`config.mk`:
```
export PLATFORM = sky130hd
export DESIGN_NAME = dmem_arbiter
export DESIGN_NICKNAME = d
export VERILOG_FILES = /design/src/rtl/dmem_arbiter.sv
export SDC_FILE = /design/constraint.sdc
export NUM_CORES = 1
export LEC_CHECK = 0
export ABC_AREA = 1
export ABC_CLOCK_PERIOD_IN_PS = 2540
export CAP_MARGIN = 20
export CORE_AREA = 2 2 115 117
export DETAILED_ROUTE_END_ITERATION = 10
export DIE_AREA = 0 0 117 119
export PLACE_DENSITY = 0.6
export SETUP_SLACK_MARGIN = 0.4
export SLEW_MARGIN = 40
export SYNTH_ARGS = -nofsm -noshare
export SYNTH_HDL_FRONTEND = slang
export SYNTH_SLANG_ARGS = --single-unit
export TNS_END_PERCENT = 50
```
`constraint.sdc`:
```
create_clock -name clk -period 2.54 [get_ports clk]
set_clock_uncertainty 0.05 [all_clocks]
set_input_delay 0.508 -clock clk [delete_from_list [all_inputs] [get_ports clk]]
set_output_delay 0.508 -clock clk [all_outputs]
set_load 0.01 [all_outputs]
```
`src/rtl/dmem_arbiter.sv`:
```
// Two-port arbiter in front of the single-port data memory: core (port 0) and loader/debug (port 1).
// Registered owner FSM with round-robin tie-break and a bounded burst so neither port starves.
module dmem_arbiter #(
  parameter int AW        = 32,
  parameter int DW        = 32,
  parameter int MAX_BURST = 4
) (
  input  logic          clk,
  input  logic          reset,
  input  logic          r0_req,
  input  logic          r0_we,
  input  logic [AW-1:0] r0_adr,
  input  logic [DW-1:0] r0_wd,
  output logic          r0_gnt,
  output logic [DW-1:0] r0_rd,
  input  logic          r1_req,
  input  logic          r1_we,
  input  logic [AW-1:0] r1_adr,
  input  logic [DW-1:0] r1_wd,
  output logic          r1_gnt,
  output logic [DW-1:0] r1_rd,
  output logic          mem_we,
  output logic [AW-1:0] mem_adr,
  output logic [DW-1:0] mem_wd,
  input  logic [DW-1:0] mem_rd
);

  localparam int            CW   = $clog2(MAX_BURST + 1);
  localparam logic [CW-1:0] CMAX = CW'(MAX_BURST);

  typedef enum logic [1:0] {IDLE, OWN0, OWN1} state_t;

  state_t        r_state;
  logic          r_last;
  logic [CW-1:0] r_cnt;
  logic          r_gnt0;
  logic          r_gnt1;

  logic [CW-1:0] w_cnt_n;
  logic          w_acc0;
  logic          w_acc1;

  // Burst counter saturates so a lone requester can stream forever.
  assign w_cnt_n = (r_cnt == CMAX) ? r_cnt : r_cnt + CW'(1);

  always_ff @(posedge clk or negedge reset) begin
    if (!reset) begin
      r_state <= IDLE;
      r_last  <= 1'b1;
      r_cnt   <= '0;
      r_gnt0  <= 1'b0;
      r_gnt1  <= 1'b0;
    end else begin
      case (r_state)
        IDLE: begin
          r_cnt <= '0;
          if (r0_req && (!r1_req || r_last)) begin
            r_state <= OWN0;
            r_gnt0  <= 1'b1;
            r_gnt1  <= 1'b0;
          end else if (r1_req) begin
            r_state <= OWN1;
            r_gnt0  <= 1'b0;
            r_gnt1  <= 1'b1;
          end
        end
        OWN0: begin
          if (r0_req) begin
            r_last <= 1'b0;
            if (w_cnt_n == CMAX && r1_req) begin
              r_state <= OWN1;
              r_gnt0  <= 1'b0;
              r_gnt1  <= 1'b1;
              r_cnt   <= '0;
            end else begin
              r_cnt <= w_cnt_n;
            end
          end else begin
            r_cnt  <= '0;
            r_gnt0 <= 1'b0;
            if (r1_req) begin
              r_state <= OWN1;
              r_gnt1  <= 1'b1;
            end else begin
              r_state <= IDLE;
              r_gnt1  <= 1'b0;
            end
          end
        end
        OWN1: begin
          if (r1_req) begin
            r_last <= 1'b1;
            if (w_cnt_n == CMAX && r0_req) begin
              r_state <= OWN0;
              r_gnt0  <= 1'b1;
              r_gnt1  <= 1'b0;
              r_cnt   <= '0;
            end else begin
              r_cnt <= w_cnt_n;
            end
          end else begin
            r_cnt  <= '0;
            r_gnt1 <= 1'b0;
            if (r0_req) begin
              r_state <= OWN0;
              r_gnt0  <= 1'b1;
            end else begin
              r_state <= IDLE;
              r_gnt0  <= 1'b0;
            end
          end
        end
        default: begin
          r_state <= IDLE;
          r_cnt   <= '0;
          r_gnt0  <= 1'b0;
          r_gnt1  <= 1'b0;
        end
      endcase
    end
  end

  assign r0_gnt = r_gnt0;
  assign r1_gnt = r_gnt1;
  assign w_acc0 = r_gnt0 & r0_req;
  assign w_acc1 = r_gnt1 & r1_req;

  // Memory bus is driven straight from the owning port so reads see zero added latency.
  always_comb begin
    mem_we  = 1'b0;
    mem_adr = '0;
    mem_wd  = '0;
    if (w_acc0) begin
      mem_we  = r0_we;
      mem_adr = r0_adr;
      mem_wd  = r0_wd;
    end else if (w_acc1) begin
      mem_we  = r1_we;
      mem_adr = r1_adr;
      mem_wd  = r1_wd;
    end
  end

  assign r0_rd = r_gnt0 ? mem_rd : '0;
  assign r1_rd = r_gnt1 ? mem_rd : '0;

endmodule

```
-- Word-level counts from Yosys, hierarchy flattened
Cells that the tools add are included.
- add/subtract/negate cells: 1
- $mul: 0
- div/mod/pow operators: 0
- order comparisons: 0
- equality and inequality tests: 9
- shift operators: 0
- mux-type cells: 41
- bitwise gates (word level): 2
- reduce and logical (&&, ||, !) cells: 9
- operator list (kind ; number):
    32-bit 2-to-1 mux ; 6
    1-bit 2-to-1 mux ; 18
    3-bit 2-to-1 mux ; 5
    2-bit 2-to-1 mux ; 7
    3-bit inequality test (second input constant) ; 3
    3-bit equality test (second input constant) ; 2
    1-bit case mux with 3 select lines ; 2
    2-bit case mux with 3 select lines ; 1
    3-bit case mux with 2 select lines ; 1
    3-bit AND reduction ; 2
    2-bit inequality test (second input constant) ; 2
    3-bit by 1-bit adder with 3-bit output (second input constant) ; 1
    1-bit logical AND ; 3
    1-bit AND ; 2
    2-bit by 1-bit equality test with 1-bit output (second input constant) ; 1
    2-bit equality test (second input constant) ; 1
    2-bit logical NOT ; 1
    1-bit case mux with 2 select lines ; 1
    2-bit nonzero test ; 1
    1-bit logical NOT ; 1
    1-bit logical OR ; 1
- register bits after elaboration: 8
- latch bits: 0
- memory bits (writable): 0
- ROM bits: 0
- output and inout bits: 131
- memories kept: 0

-- Longest topological paths before layout
- word-level depth: 7
- depth in mapped cells: 10
- gate-level depth less buffers: 10

-- Least setup slack after synthesis
Ideal clock, no wire load.
- kind: flip-flop to output port
- start: reg r_gnt0 (netlist: r0_gnt)
- end: out mem_wd[10]
- arrival: 1.152 ns
- required time: 1.982 ns
- setup slack: 0.830 ns
- stages on the path, launching flop included: 6
- buffers on the path: 2
- cell sequence: dfrtp_1 buf_2 nand2_1 nand3_2 clkbuf_1 o21ai_0
- word-level cells in the longest chain between the ends: 2
- RTL lines (item ; line ; RTL):
    start, declared ; 36 ; logic r_gnt0;
    start signal, assigned ; 51 ; r_gnt0 <= 1'b0;
    start signal, assigned ; 59 ; r_gnt0 <= 1'b1;
    start signal, assigned ; 63 ; r_gnt0 <= 1'b0;
    1-bit AND ; 125 ; assign w_acc0 = r_gnt0 & r0_req;
    32-bit 2-to-1 mux ; 133 ; if (w_acc0) begin
    end, declared ; 24 ; output logic [DW-1:0] mem_wd,
Every way passes these cells.

-- Worst setup path in the final report
- start: in mem_rd[11]
- end: out r0_rd[11]
- word-level cells in the longest chain between the ends: 1
- RTL lines (item ; line ; RTL):
    start, declared ; 25 ; input logic [DW-1:0] mem_rd
    32-bit 2-to-1 mux ; 144 ; assign r0_rd = r_gnt0 ? mem_rd : '0;
    end, declared ; 15 ; output logic [DW-1:0] r0_rd,
Every way passes these cells.

==> run metrics <==
clk slew on worst S/H paths=about 0.04 ns; Hold Buf Count CTS=0; Final Power=~3.4 mW; fin. max-slew vios=0; Critical Path RT=slightly below 2 ns; cell row count=42; number of synthesized register bits=8; Worst Tran Pin Value=between 0.3 and 0.4 ns; H-tree Lvls=1; drt wl/cell=roughly 14 microns; worst hold slack=approximately 0.47 ns; syn_nets=597; Antenna Diode Count=0; via count=approximately 3700; HPWL Detailed=9390 microns; core area=roughly 0.013 sq mm; synthesized instance count=425; # DRC=0; First-pass DRT Iterations=4; Initial Util=0.177; Crit-path slowest cell=clkdlybuf4s50_1; TritonCTS Buffers=3; setup violators final=0; reg2reg start=r_cnt[0]; Syn. warnings=0; most frequent CP cell=clkdlybuf4s50_1; Final Hold Fails=0; layout cell share with drive strength beyond 1=0.191; Avg Cell Area, Syn=5.37 sq um; Worst Setup EP=r0_rd[11]; Layout Area Growth over Synthesis=149%; worst path bufs/invs=3; crit-path max cell delay=around 0.53 ns; P_leak=roughly 3.7 nW; status=completed; worst hold-check path type=flip-flop to flip-flop; Crit Path Category=input port to primary output; Root Buffer Master=clkbuf_16; CTS tree=done; Clock Path Buffers=2; Via density=between 4 and 5; die height=between 100 and 150 microns; sequential-to-total area share from yosys stat=0.0882; startpoint types=input port; final net count=about 880; vias in the first global route=around 3600; fin crit share=0.860; die area=0.0139 sq mm; RePlAce Congestion=around 0.83; Worst R2R Setup Slack=1.09 ns; Slew headroom=0.733; highest attainable clock frequency=between 400 and 500 MHz; pre-CTS setup slack=-0.135 ns; Crit. End Element=primary output; final WL=approximately 12000 microns; largest net degree at the start of global routing=74; min Tclk post-route=between 2 and 2.5 ns; Die Width=between 100 and 150 microns; most frequent cells in the layout=clkdlybuf4s50_1, inv_1, nand2_1; Cell Chain, Critical Path=clkdlybuf4s50_1 > nand2_1 > inv_1 > clkdlybuf4s50_1; R2R depth=10; Final Util=0.442; I/O Buffers=about 300; Setup TNS Final=0 ns; Levels on crit path=4; FFs w/ async S/R, synth=1.00; DRT iter0 DRCs=180; clock sink count=8; RR Endpoint=r0_gnt; Power Density=591 mW/mm^2; Post-synth EDFFs=0; Top delay family on crit path=buffers and inverters; synth unique cells=19; initial antenna violation count=0; data arrival time of the critical path=1.63 ns; I/O pin count=between 200 and 300; Setup WS post-layout=~0.36 ns; most common cell after layout, fill and taps aside=clkdlybuf4s50_1; ys flop type=dfrtp_1; global router's overall resource usage=0.160; # Max-Cap Violations=0; Max VDD drop=between 0.3 and 0.4 mV; Routed Antenna Nets=0; gr ovfl total=0; Crit Path Max Fanout=2; RSZ-0062 raised after global routing=yes; Critical Path Start=mem_rd[11]; Clock Latency Late Sink=0.23 ns; first-pass GRT wire length=18000 microns; Syn Std Cell Area=0.00228 sq mm
## cells by family (layout without fill, tap and decap cells)
group / after synthesis / in the layout / synth area share
flops: 8 / 8 / 0.0882
fa+ha+maj: 6 / 6 / 0.0329
compound gates: 71 / 71 / 0.238
simple gates: 171 / 171 / 0.335
buf+inv: 169 / 452 / 0.306
## stage by stage
stage	cell area, sq um	std cells
detailed placement	5410	874
global placement	5410	874
CTS	5520	883
floorplan	2280	425
global route	5690	884
finish	5690	884
## flip-flops by register name, indices dropped and copies added, names as in the netlist
register / count
r0_gnt: 1
r1_gnt: 1
r_cnt: 3
r_state: 2
r_last: 1
## synthesized netlist by cell type, types with 4 or more instances
library cell | n | area share
buf_6 | 6 | 0.030
dfrtp_1 | 7 | 0.077
nand3_1 | 72 | 0.16
nor2_1 | 4 | 0.0066
o21ai_0 | 19 | 0.042
buf_1 | 4 | 0.0066
clkbuf_1 | 8 | 0.013
ha_1 | 6 | 0.033
inv_1 | 139 | 0.23
o21ai_2 | 50 | 0.19
nand2_1 | 89 | 0.15
buf_2 | 10 | 0.022
## repair_timing
| action | CTS | global route |
|---|---|---|
| endpoints found under the hold margin | 0 | 0 |
| buffers inserted | 2 | 0 |
| resized for setup | 227 | 57 |
| pin swaps | 1 | 0 |
| gates cloned | 3 | 1 |
| setup endpoints to repair | 130 | 111 |
## worst min path at each step
stage	end	depth (start not counted)	from	slack, ns
2_1_floorplan	r0_gnt	0	reset	0.16
3_3_place_gp	r_last	2	r_last	0.43
3_5_place_dp	r_last	2	r_last	0.48
4_1_cts	r_last	2	r_last	0.48
5_1_grt	r_state[1]	2	r_state[1]	0.52
6_report	r_last	2	r_last	0.47
## worst reg2reg max path, delay by kind of cell, from the launching register on
family / cells / cell delay (ns)
fa+ha+maj: 1 / 0.21
flops: 1 / 0.36
buf+inv: 1 / 0.07
simple gates: 8 / 0.63
## layout make-up
type / instances / area [sq um]
inverters: 139 / 522
fillers: 1303 / 7190
clock buffers: 4 / 78.8
flip-flops and latches: 8 / 204
well taps: 176 / 220
repair buffers: 309 / 3270
multi-input cells: 248 / 1390
## report_power, final
group / switching [mW] / total [mW] / internal, mW
Combinational: 1.41 / 2.84 / 1.43
Clock: 0.0687 / 0.279 / 0.210
Sequential: 0.0595 / 0.241 / 0.182
Total: 1.54 / 3.36 / 1.82
## metal layers
metal  vias up  routed length [microns]  global-route usage
li1       1833                        -                   -
met1      1659                     4650               0.169
met2       197                     6430               0.318
met3        10                     1210              0.0382
met4         0                      133              0.0250
met5         -                        0                   0
Power figures use the tool's default switching activity.
